--- config.mk ---
export PLATFORM = sky130hd
export DESIGN_NAME = dct_transpose
export DESIGN_NICKNAME = d
export VERILOG_FILES = /design/src/rtl/dct_transpose.sv
export SDC_FILE = /design/constraint.sdc
export NUM_CORES = 1
export LEC_CHECK = 0
export ABC_CLOCK_PERIOD_IN_PS = 8000
export BUFFER_PORTS_ARGS = -buffer_cell sky130_fd_sc_hd__buf_2
export CORE_ASPECT_RATIO = 1.75
export CORE_MARGIN = 4
export CORE_UTILIZATION = 38
export CTS_BUF_LIST = sky130_fd_sc_hd__clkbuf_8
export DETAILED_ROUTE_END_ITERATION = 16
export PLACE_DENSITY_LB_ADDON = 0.2
export SYNTH_ARGS = -nofsm -noshare
export SYNTH_HDL_FRONTEND = slang
export SYNTH_SLANG_ARGS = --single-unit
--- constraint.sdc ---
create_clock -name clk -period 8 [get_ports clk]
set_clock_uncertainty 0.2 [all_clocks]
set_input_delay 0.4 -clock clk [delete_from_list [all_inputs] [get_ports clk]]
set_output_delay 0.4 -clock clk [all_outputs]
set_load 0.01 [all_outputs]
--- src/rtl/dct_transpose.sv ---
// 8x8 ping-pong transpose buffer between the row and column 1-D DCT passes.
// Words are written row-major into one bank and replayed column-major from the other.
module dct_transpose #(
  parameter int W = 12
) (
  input  logic                clk,
  input  logic                rst_n,
  input  logic                in_valid,
  input  logic signed [W-1:0] in_data,
  output logic                in_ready,
  output logic                out_valid,
  output logic signed [W-1:0] out_data,
  output logic                out_last,
  input  logic                out_ready
);

  logic signed [W-1:0] mem [0:127];
  logic [5:0]          wr_cnt;
  logic [5:0]          rd_cnt;
  logic                wr_bank;
  logic                rd_bank;
  logic [1:0]          full;
  logic [1:0]          full_nxt;

  logic                wr_en_p0;
  logic                ld_p0;
  logic [6:0]          rd_addr_p0;

  assign in_ready   = !full[wr_bank];
  assign wr_en_p0   = in_valid && in_ready;
  assign ld_p0      = full[rd_bank] && (!out_valid || out_ready);
  // Bank in the MSB; row = rd_cnt%8, col = rd_cnt/8 gives the column-major walk.
  assign rd_addr_p0 = {rd_bank, rd_cnt[2:0], rd_cnt[5:3]};

  always_comb begin
    full_nxt = full;
    if (wr_en_p0 && (wr_cnt == 6'd63)) full_nxt[wr_bank] = 1'b1;
    if (ld_p0 && (rd_cnt == 6'd63))    full_nxt[rd_bank] = 1'b0;
  end

  // ---- stage 0: bank write ----
  always_ff @(posedge clk) begin
    if (wr_en_p0) mem[{wr_bank, wr_cnt}] <= in_data;
  end

  always_ff @(posedge clk or negedge rst_n) begin
    if (!rst_n) begin
      wr_cnt  <= 6'd0;
      wr_bank <= 1'b0;
      full    <= 2'b00;
    end else begin
      full <= full_nxt;
      if (wr_en_p0) begin
        wr_cnt <= wr_cnt + 6'd1;
        if (wr_cnt == 6'd63) wr_bank <= ~wr_bank;
      end
    end
  end

  // ---- stage 1: registered output ----
  always_ff @(posedge clk or negedge rst_n) begin
    if (!rst_n) begin
      rd_cnt    <= 6'd0;
      rd_bank   <= 1'b0;
      out_valid <= 1'b0;
      out_last  <= 1'b0;
      out_data  <= '0;
    end else if (ld_p0) begin
      out_data  <= mem[rd_addr_p0];
      out_valid <= 1'b1;
      out_last  <= (rd_cnt == 6'd63);
      rd_cnt    <= rd_cnt + 6'd1;
      if (rd_cnt == 6'd63) rd_bank <= ~rd_bank;
    end else if (out_ready && out_valid) begin
      out_valid <= 1'b0;
      out_last  <= 1'b0;
    end
  end

endmodule

# Word level (Yosys, flattened, before mapping)
# Memory sizes are Yosys's and may differ from the RTL's. A register that Yosys moved wholly into a read port is not among the register bits.
# Index checks and enable logic that the tools add are counted.
[word_totals] ff_bits=18 latchBits=0 ramBits=1536 mem_bits_ro=0 inputBits=16 word_cells=50 n_memories=1
[op_classes] addsub=2 mul=0 div=0 n_lt_le_gt_ge=4 eq_ne=2 shift=0 n_mux=15 bitwise=5 n_reduce_logical=14
[mem_list] name="mem" words=128 width=12 read_ports=1 rd_clocked_by_memory_dff=1 wr=1 line_no="17" rtl="logic signed [W-1:0] mem [0:127];"
[ops] operator="$add A6 B1 Y6 const B" n=2
[ops] operator="$eq A6 B6 Y1 const B" n=2
[ops] operator="$mux W1" n=11
[ops] operator="$logic_and A1 B1 Y1" n=7
[ops] operator="$lt A1 B2 Y1 const B" n=2
[ops] operator="$mux W2" n=2
[ops] operator="$reduce_and A2 Y1" n=2
[ops] operator="$logic_not A1 Y1" n=3
[ops] operator="$and A2 B2 Y2" n=1
[ops] operator="$demux W1 S1" n=2
[ops] operator="$ge A1 B1 Y1 const B" n=2
[ops] operator="$not A1 Y1" n=2
[ops] operator="$not A2 Y2" n=1
[ops] operator="$or A2 B2 Y2" n=1
[ops] operator="$reduce_bool A2 Y1" n=1
[ops] operator="$logic_or A1 B1 Y1" n=1

# Logic depth before layout (Yosys ltp)
# Gate-level depths: netlist of the first run.
[logic_depth] ltp_word=8 ltp_mapped=11

# Worst setup path before layout of the first run
# No wires, ideal clock.
[synth_path] path_kind="reg-to-reg" startpoint="register wr_bank" endpoint="memory mem[110][0], enable pin" arrival_ns=2.331 required_ns=7.420 setup_slack_ns=5.089 stages_incl_launch_ff=8 path_buffers=2 cell_sequence="dfrtp_1 mux2i_1 and2_1 clkbuf_1 nor2b_1 nand3_1 clkbuf_1 nor2_1"
[synth_between] elab_chain_cells=6
[synth_rtl] item="from (decl)" line_no="20" rtl="logic wr_bank;"
[synth_rtl] item="from (signal assigned)" line_no="55" rtl="if (wr_cnt == 6'd63) wr_bank <= ~wr_bank;"
[synth_rtl] item="$mux W1 (not written as such) (2 in series)" line_no="29" rtl="assign in_ready = !full[wr_bank];"
[synth_rtl] item="$logic_not A1 Y1" line_no="29"
[synth_rtl] item="net in_ready" line_no="10" rtl="output logic in_ready,"
[synth_rtl] item="$logic_and A1 B1 Y1" line_no="30" rtl="assign wr_en_p0 = in_valid && in_ready;"
[synth_rtl] item="$mux W1" line_no="43" rtl="if (wr_en_p0) mem[{wr_bank, wr_cnt}] <= in_data;"
[synth_rtl] item="$mux W1 (not written as such)" line_no="43"
[synth_rtl] item="to (decl)" line_no="17"
# The timed path passes the listed nets, and every way through them passes these cells. The select of a mux whose other input is x is not followed.

==> results.md, run 1 <==
Power:
- The largest voltage drop on the vdd net is roughly 0.00014 V.
- The cell area power density is around 240 nW/um2.
- The power after layout is around 16 mW.
- For this design the static power due to leakage is about 20 nW.

Critical path:
- The biggest fanout along the worst timing path is 121.
- The capturing element type of the critical path is a register.
- Traced cell by cell, the critical path runs through buf_12 -> buf_4 -> nor2b_1 -> a22oi_1 -> a21oi_1 -> a2111oi_0 -> buf_4 -> o31a_1.
- The largest single stage delay on the critical path is around 1.2 ns.
- Grouping stages by cell kind, the critical path spends the most delay in compound AO/OA/AOI/OAI gates.
- The cell seen most often among critical-path stages is buf_4.
- STA puts the critical path data required time at approximately 8.6 ns.
- The critical path data arrival time is roughly 5.6 ns.
- The master of the slowest instance on the critical path is a2111oi_0.
- The count of buffering cells on the critical path with inverters included is 3.
- STA classifies the critical path startpoint as a register.
- The type of the setup path with the least slack is register to register.

Cells and area:
- The number of nets in the final layout is just over 3000.
- The fraction of final layout cells with drive strength greater than 1 is between 20% and 30%.
- Once layout is complete, the utilization of the core stands at between 40% and 50%.
- The filler cell count is 13845.
- The layout-stage area growth over the synthesis result is 10.8%.
- The combined flip-flop and latch cell area is about 47000 um2.
- The multi-input combinational cell area is around 13000 um2.

Timing:
- The maximum achievable frequency is 0.202 GHz.
- The number of hold violations in the final report was 0.
- Of the available clock period, the critical path in the final layout requires around 62%.
- Setup violations remaining at the end of the flow were counted as 0.
- The clock period could shrink to 4.95 ns.
- The worst-case headroom to the max-slew limit is between 4 and 5%.
- The worst-case setup margin in the final layout is 3.05 ns.
- The slew of the pin with the lowest slew margin is between 1 and 1.5 ns.
- The worst-case hold slack is ~0.27 ns.
- Setup repair after global routing left no endpoint under its margin.
- For the final routed database, the setup TNS stands at 0 ns.
- The final count of pins violating max slew is 0.

Clock tree:
- The CTS tree is yes.
- The cell sitting at the root of the clock tree is a clkbuf_8.
- Post-CTS timing repair inserted 0 buffers for setup.
- The later pin in the worst-skew pair is clocked with a latency of around 0.90 ns.
- The clock edge transition at the registers on the reported setup and hold paths is 0.07 ns.
- Buffers inserted during clock tree synthesis total 220.
- The number of levels in the clock H-tree is 4.
- For this design, the sink count on the clock tree is between 1500 and 2000.
- The number of buffers on the longest clock path is 4.

Yosys:
- During synthesis, Yosys emitted a total of 0 warnings.
- The number of distinct library cell variants in the gate-level netlist after synthesis is 54.
- The average footprint of a synthesized cell is roughly 21 um2.
- Summed over its instances, the top area cell type makes up 75.5% of the synthesized netlist area.
- Counting flops with a built-in enable in the synthesized netlist gives 1536.
- Of all flip-flops after synthesis, the portion carrying an async set or reset was under 10%.
- After synthesis, the cell types taking the most area are edfxtp_1, mux4_2, mux2i_1.
- The number of nets in the synthesized netlist is between 2000 and 3000.
- The synthesized design contains 1566 register bits.
- The largest area contributor in the synthesized netlist is edfxtp_1.
- The register area share after synthesis is roughly three quarters.
- In the synthesized netlist the dominant register cell turns out to be edfxtp_1.
- The post-synth design cell area is 61100 um2.
- In the synthesized netlist, the number of instances is ~2900.

Placed design:
- The wire-length estimate of the detail-placed layout is roughly 100000 um.
- The congestion estimate from routability-driven global placement came to roughly 0.82.
- The worst slack at placement is a little under 3 ns.
- The quantity of I/O buffers inserted on ports is 30.

Global route:
- The first-pass GRT wire length is between 200000 and 250000 um.
- The initial antenna violation count is 11.
- Entering global routing, the biggest net connects between 100 and 150 pins.
- The overall fraction of global-route tracks in use is between 10% and 20%.
- The via count of the first global-routing pass came to about 31000.
- Global routing finished with a remaining overflow of 0.

Routing:
- The per-cell routed wire length is between 30 and 40 um.
- The length of the first detailed-routing pass in iterations is 7.
- The per-cell via count in the routed design is approximately 5.5.
- In this run, the number of DRC markers left after iteration 0 of detailed routing was ~2600.
- In this run the remaining antenna-violating nets after routing total 0.
- After detailed routing, the number of remaining DRC violations is 0.
- Wires add up to roughly 160000 um.
- For this block, the via count after detailed routing is just under 30000.

Run status:
- The flow ran to the end, and the final reports show no timing, DRC or antenna violations.

Floorplanning:
- Measured along the x axis, the die boundary spans between 300 and 400 um.
- For this configuration, the core starts out at a cell density of a little under two fifths.
- The height of the die is ~540 um.
- The die covers about 170000 um2.
- The area of the core is about 160000 um2.
- The I/O pin total is 31.
- The floorplan has just under 200 rows.

Worst hold path:
- In this run the worst hold path is classified as input pin to register.

Flow run:
- The count of max-cap constraint violations is 0.
-- cell type report --
cell class	count	area share (%)
Sequential cell	1566	69.3
Antenna cell	7	0.0259
Inverter	1	0.00555
Clock inverter	154	1.22
Timing Repair Buffer	146	1.81
Clock buffer	225	4.58
Multi-Input combinational cell	1134	19.2
Tap cell	2058	3.81
-- worst register-to-register path: stages (launching register included) --
cell       delay (ns)
dfrtp_4          0.88
buf_12           0.52
buf_4            1.00
nor2b_1          0.39
a22oi_1          0.26
a21oi_1          0.10
a2111oi_0        1.16
buf_4            0.26
o31a_1           0.13
-- state kept, by name (all words and copies together) (netlist names) --
name and count:
full 2, mem 1536, out_data 12, out_last 1, out_valid 1, rd_bank 1
rd_cnt 6, wr_bank 1, wr_cnt 6
-- metal layers --
layer | GRT usage (%) | vias to the layer above | part of all wire, %
met5 | 0 | - | 0
met4 | 11.2 | 0 | 6.4
met3 | 3.64 | 329 | 5.7
met2 | 35.0 | 976 | 53
met1 | 21.5 | 15633 | 35
li1 | - | 12292 | -
-- power by group --
group / internal, mW / switching, mW / total [mW]
Sequential: 9.21 / 0.156 / 9.37
Combinational: 0.303 / 0.935 / 1.24
Clock: 2.85 / 2.95 / 5.80
-- timing repair --
item | in CTS | in global routing
resized for setup | 0 | 0
hold buffers | 17 | 0
hold endpoints to repair | 656 | 0
-- worst paths after layout --
| path | startpoint | end | slack, ns | depth (start not counted) |
|---|---|---|---|---|
| setup / recovery | rd_cnt[5] | out_data[7] | 3.05 | 8 |
| max in group asynchronous | rst_n | rd_cnt[4] | 5.19 | 4 |
| hold / removal | out_ready | out_last | 0.27 | 5 |
| setup reg to reg | rd_cnt[5] | out_data[7] | 3.05 | 8 |
| min in group asynchronous | rst_n | out_valid | 0.46 | 3 |
| hold reg to reg | full[0] | full[0] | 0.38 | 1 |
-- through the flow --
step                      std cells  instance area, um2
after floorplan                2861               61100
after global routing           5286               67600
final                          5291               67600
after detailed placement       4882               63500
after global placement         4872               63300
after CTS                      5278               67600
-- cell usage after synthesis (all sizes together), types with 3 or more instances --
cell type	instances
a2111oi	10
dfrtp	30
nand3	28
edfxtp	1536
and2	5
xor2	4
a31oi	24
nor2b	23
a21oi	46
o211ai	9
o21ai	31
mux2i	238
xnor2	8
nand2	69
and3	3
o22ai	3
nor2	163
a211oi	13
or2	5
a22oi	60
a22o	4
a221oi	19
o31a	3
clkbuf	49
mux4	324
mux2	11
nor3	8
nand4	7
buf	111
-- layout by cell type (no fill, tap or decap), types with 10 or more instances in the layout --
master	netlist	routed
clkbuf_8	0	225
o21ai_1	10	14
nor2_1	163	149
inv_1	0	70
clkinv_2	0	25
dlygate4sd3_1	0	17
a22oi_1	60	60
dfrtp_1	30	26
mux2i_1	238	238
buf_4	27	97
mux4_2	324	324
a221oi_1	10	10
buf_2	24	18
clkinv_1	0	49
mux2_2	11	11
nand3_1	28	28
nor2b_1	23	21
a21oi_1	46	46
nor2_2	0	14
nand2_1	69	66
edfxtp_1	1536	1536
a31oi_1	24	24
o21ai_0	21	17
-- logic make-up (layout without fill, tap and decap cells) --
family / after synthesis / after routing / share of synthesized area [%]
adder cells (fa/ha/maj): 2 / 2 / 0.0410
other: 0 / 7 / 0
buffers and inverters: 161 / 526 / 2.04
XOR/XNOR: 12 / 12 / 0.172
AND/OR/NAND/NOR: 318 / 318 / 2.25
AO/OA/AOI/OAI: 229 / 229 / 2.69
multiplexers: 573 / 573 / 16.1
flip-flops: 1566 / 1566 / 76.8
No activity file was read; power rests on OpenSTA's default activity.
==> run 2, diff against run 1 <==
--- a/config.mk
+++ b/config.mk
@@ -5,7 +5,7 @@
 export SDC_FILE = /design/constraint.sdc
 export NUM_CORES = 1
 export LEC_CHECK = 0
-export ABC_CLOCK_PERIOD_IN_PS = 8000
+export ABC_CLOCK_PERIOD_IN_PS = 4100
 export BUFFER_PORTS_ARGS = -buffer_cell sky130_fd_sc_hd__buf_2
 export CORE_ASPECT_RATIO = 1.75
 export CORE_MARGIN = 4
==> constraint.sdc (replaced) <==
create_clock -name clk -period 4.1 [get_ports clk]
set_clock_uncertainty 0.2 [all_clocks]
set_input_delay 0.205 -clock clk [delete_from_list [all_inputs] [get_ports clk]]
set_output_delay 0.205 -clock clk [all_outputs]
set_load 0.01 [all_outputs]
==> results.md, run 2 (synthesized netlist as in run 1, its figures left out) <==
Run status:
- The flow ran to the end, and the final reports show no timing, DRC or antenna violations.

Floorplanning:
- The number of core rows is 194 (unchanged).
- The I/O pin total is 31 (unchanged).
- The overall die area came to 167000 um2 (unchanged).
- The die span in x is 311 um (unchanged).
- The area of the core is 160000 um2 (unchanged).
- The starting density of the core came to 38.2% (unchanged).
- The height of the die was 538 um (unchanged).

Global route:
- The overall overflow remaining after global route was 0 (unchanged).
- The first-pass GRT wire length was 229000 um (-2.0%).
- The overall fraction of global-route tracks in use is 18.9% (-0.59 points).
- The initial antenna violation count was 5 (-6).
- The maximum number of pins on one net before global-route repair is 129 (+5.7%).
- The via count of the first global-routing pass is 31784 (+2.4%).

Timing:
- The final period demand of the worst path is 3.74 ns (-1.22 ns).
- The worst-case setup margin in the final layout is 0.361 ns (-2.68 ns).
- Setup repair after global routing left no endpoint under its margin.
- The worst-case headroom to the max-slew limit was 16.2% (+12 points).
- The final count of pins violating max slew is 0 (unchanged).
- The setup TNS is 0 ns (unchanged).
- The portion of the clock cycle consumed by the worst path in the final layout is 91.2% (+29 points).
- The slew of the pin with the lowest slew margin is 1.23 ns (-0.172 ns).
- The maximum achievable frequency is 0.267 GHz (+33%).
- The number of hold violations in the final report is 0 (unchanged).
- The final count of negative-setup-slack endpoints is 0 (unchanged).

Placed design:
- The quantity of I/O buffers inserted on ports is 30 (unchanged).
- The worst slack at placement is 0.447 ns (-2.52 ns).
- The post-placement cell area came to 64900 um2 (+2.2%).
- The HPWL reported at the end of detailed placement is 102000 um (-0.46%).
- The final RePlAce weighted congestion is 0.818 (-0.33%).

Critical path:
- The worst endpoint required time is 4.77 ns (-3.85 ns).
- The capturing element type of the critical path is a register.
- The launching element type of the critical path is a register.
- The critical path data arrival time is 4.41 ns (-1.16 ns).
- The critical path goes through buf_12 -> buf_4 -> mux4_2 -> nor2b_1 -> a211oi_1 -> a2111oi_0 -> buf_4 -> o31a_1.
- The master of the slowest instance on the critical path is a2111oi_0.
- The most critical setup path has its startpoint at rd_cnt[4].
- The count of buffering cells on the critical path with inverters included is 3 (unchanged).
- On the critical path the largest part of the delay comes from compound AO/OA/AOI/OAI gates.
- The worst setup path is of the register to register kind.
- The cell seen most often among critical-path stages is buf_4.
- The maximum single-stage delay on the critical path is 1.06 ns (-0.10 ns).
- The biggest fanout along the worst timing path is 36 (-70%).
- The launching point of the worst reg2reg path is rd_cnt[4].

Power:
- The fraction of power consumed by the clock network was 35.2% (about the same).
- The switching power as a share of total power is 24.5% (-0.11 points).
- The internal power of the cells is 24.2 mW (+96%).
- The sequential share of power was 56.8% (-0.3 points).
- The combinational fraction of design power was 8.0% (+0.5 points).
- The largest voltage drop on the vdd net is 0.000253 V (+82%).
- The power after layout is 32.1 mW (+96%).
- The static leakage power came to 21.0 nW (+4.5%).
- The net switching power came to 7.86 mW (+95%).
- The cell area power density is 464 nW/um2 (+92%).

Flow run:
- The count of max-cap constraint violations is 0 (unchanged).

Clock tree:
- The latest clock arrival within the worst-skew pair is 0.93 ns (+0.03 ns).
- The number of buffers created by CTS came to 217 (-1.4%).
- The CTS tree is yes.
- The clock edge transition at the registers on the reported setup and hold paths is 0.07 ns (about the same).
- The CTS root buffer is clkbuf_8.
- The number of buffers on the longest clock path is 4 (unchanged).
- The clock sink count was 1566 (unchanged).
- The number of buffers added for setup after CTS is 0 (unchanged).
- The number of levels in the clock H-tree is 4 (unchanged).

Routing:
- The final routed DRC violation total was 0 (unchanged).
- The via total after detailed routing came to 29587 (+1.2%).
- The per-cell via count in the routed design is 5.41 (-2.1%).
- The per-cell routed wire length is 29.1 um (-6.4%).
- The length of the first detailed-routing pass in iterations was 5 (-2).
- The number of design-rule violations left by the first detailed-router iteration came to 2226 (-15%).
- The number of routed nets with antenna violations is 0 (unchanged).
- The wire length after detailed routing is 159000 um (-3.2%).

Cells and area:
- The fraction of final layout cells with drive strength greater than 1 is 27.1% (+3.4 points).
- The flip-flop count of the largest register, all copies and words added is 1536 (unchanged).
- The library cells used most frequently in the layout, excluding fill and tap cells, are edfxtp_1, mux4_2, buf_4.
- The commonest non-fill, non-tap cell in the layout is edfxtp_1.
- Ranked by flip-flop count, first place goes to mem.
- The layout-stage area growth over the synthesis result is 13.1%.
- The filler cell count is 13735 (-0.79%).
- The final cell area excluding filler cells is 69100 um2 (+2.1%).
- The number of nets in the final layout is 3256 (+5.5%).
- The largest registers in the layout are mem (1536), out_data (12).

Worst hold path:
- The startpoint identified for the worst hold timing path is in_data[7].
- The min-delay analysis places its worst path in the category input pin to register.
==> run 2: per-stage QoR <==
stage	util (%)	instances	hold WS (ns)
3_5_place_dp	40.6	5058	0.111
5_1_grt	43.2	5468	0.172
6_report	43.2	5472	0.178
4_1_cts	43.2	5466	0.100
2_1_floorplan	-	2861	-0.291
3_3_place_gp	40.6	5058	0.0995
==> run 2: what timing repair did <==
item	CTS	global route
resized for setup	0	0
hold buffers	19	0
endpoints found under the hold margin	1191	0
==> run 2: path summary, 6_finish.rpt <==
path                                     to  slack, ns  cells past startpoint
worst max-delay path            out_data[7]       0.36                      8
worst min-delay path             mem[52][7]       0.18                      2
worst max register to register  out_data[7]       0.36                      8
worst min register to register    out_valid       0.38                      2
max in group asynchronous         rd_cnt[5]       3.22                      4
min in group asynchronous           wr_bank       0.27                      4
==> run 2: layout make-up <==
cell class / instances / area, um2 / share of cell area [%]
Sequential cell: 1566 / 46900 / 67.9
Multi-Input combinational cell: 1134 / 13000 / 18.8
Clock buffer: 219 / 3010 / 4.36
Timing Repair Buffer: 318 / 2660 / 3.85
Tap cell: 2058 / 2570 / 3.73
Clock inverter: 170 / 948 / 1.37
Antenna cell: 6 / 15.0 / 0.0217
Inverter: 1 / 3.75 / 0.00543
==> run 2: worst register-to-register path, stage by stage (launching register included) <==
cell,delay [ns]
dfrtp_4,0.73
buf_12,0.37
buf_4,0.46
mux4_2,0.28
nor2b_1,0.13
a211oi_1,0.07
a2111oi_0,1.06
buf_4,0.26
o31a_1,0.13
==> run 2: per-layer routing <==
metal	global-route usage (%)	wire, um	vias up
li1	-	-	12665
met1	21.2	57500	15883
met2	35.5	88300	744
met3	2.51	6240	295
met4	8.45	7460	0
met5	0	0	-
==> run 2: power by group through the flow <==
stage	Combinational (mW)	Sequential [mW]	Clock, mW
finish	2.58	18.2	11.3
global route	2.69	18.2	12.3
CTS	2.59	18.2	11.7
detailed placement	2.57	18.5	0
global placement	2.53	18.5	0
floorplan	1.12	18.4	0
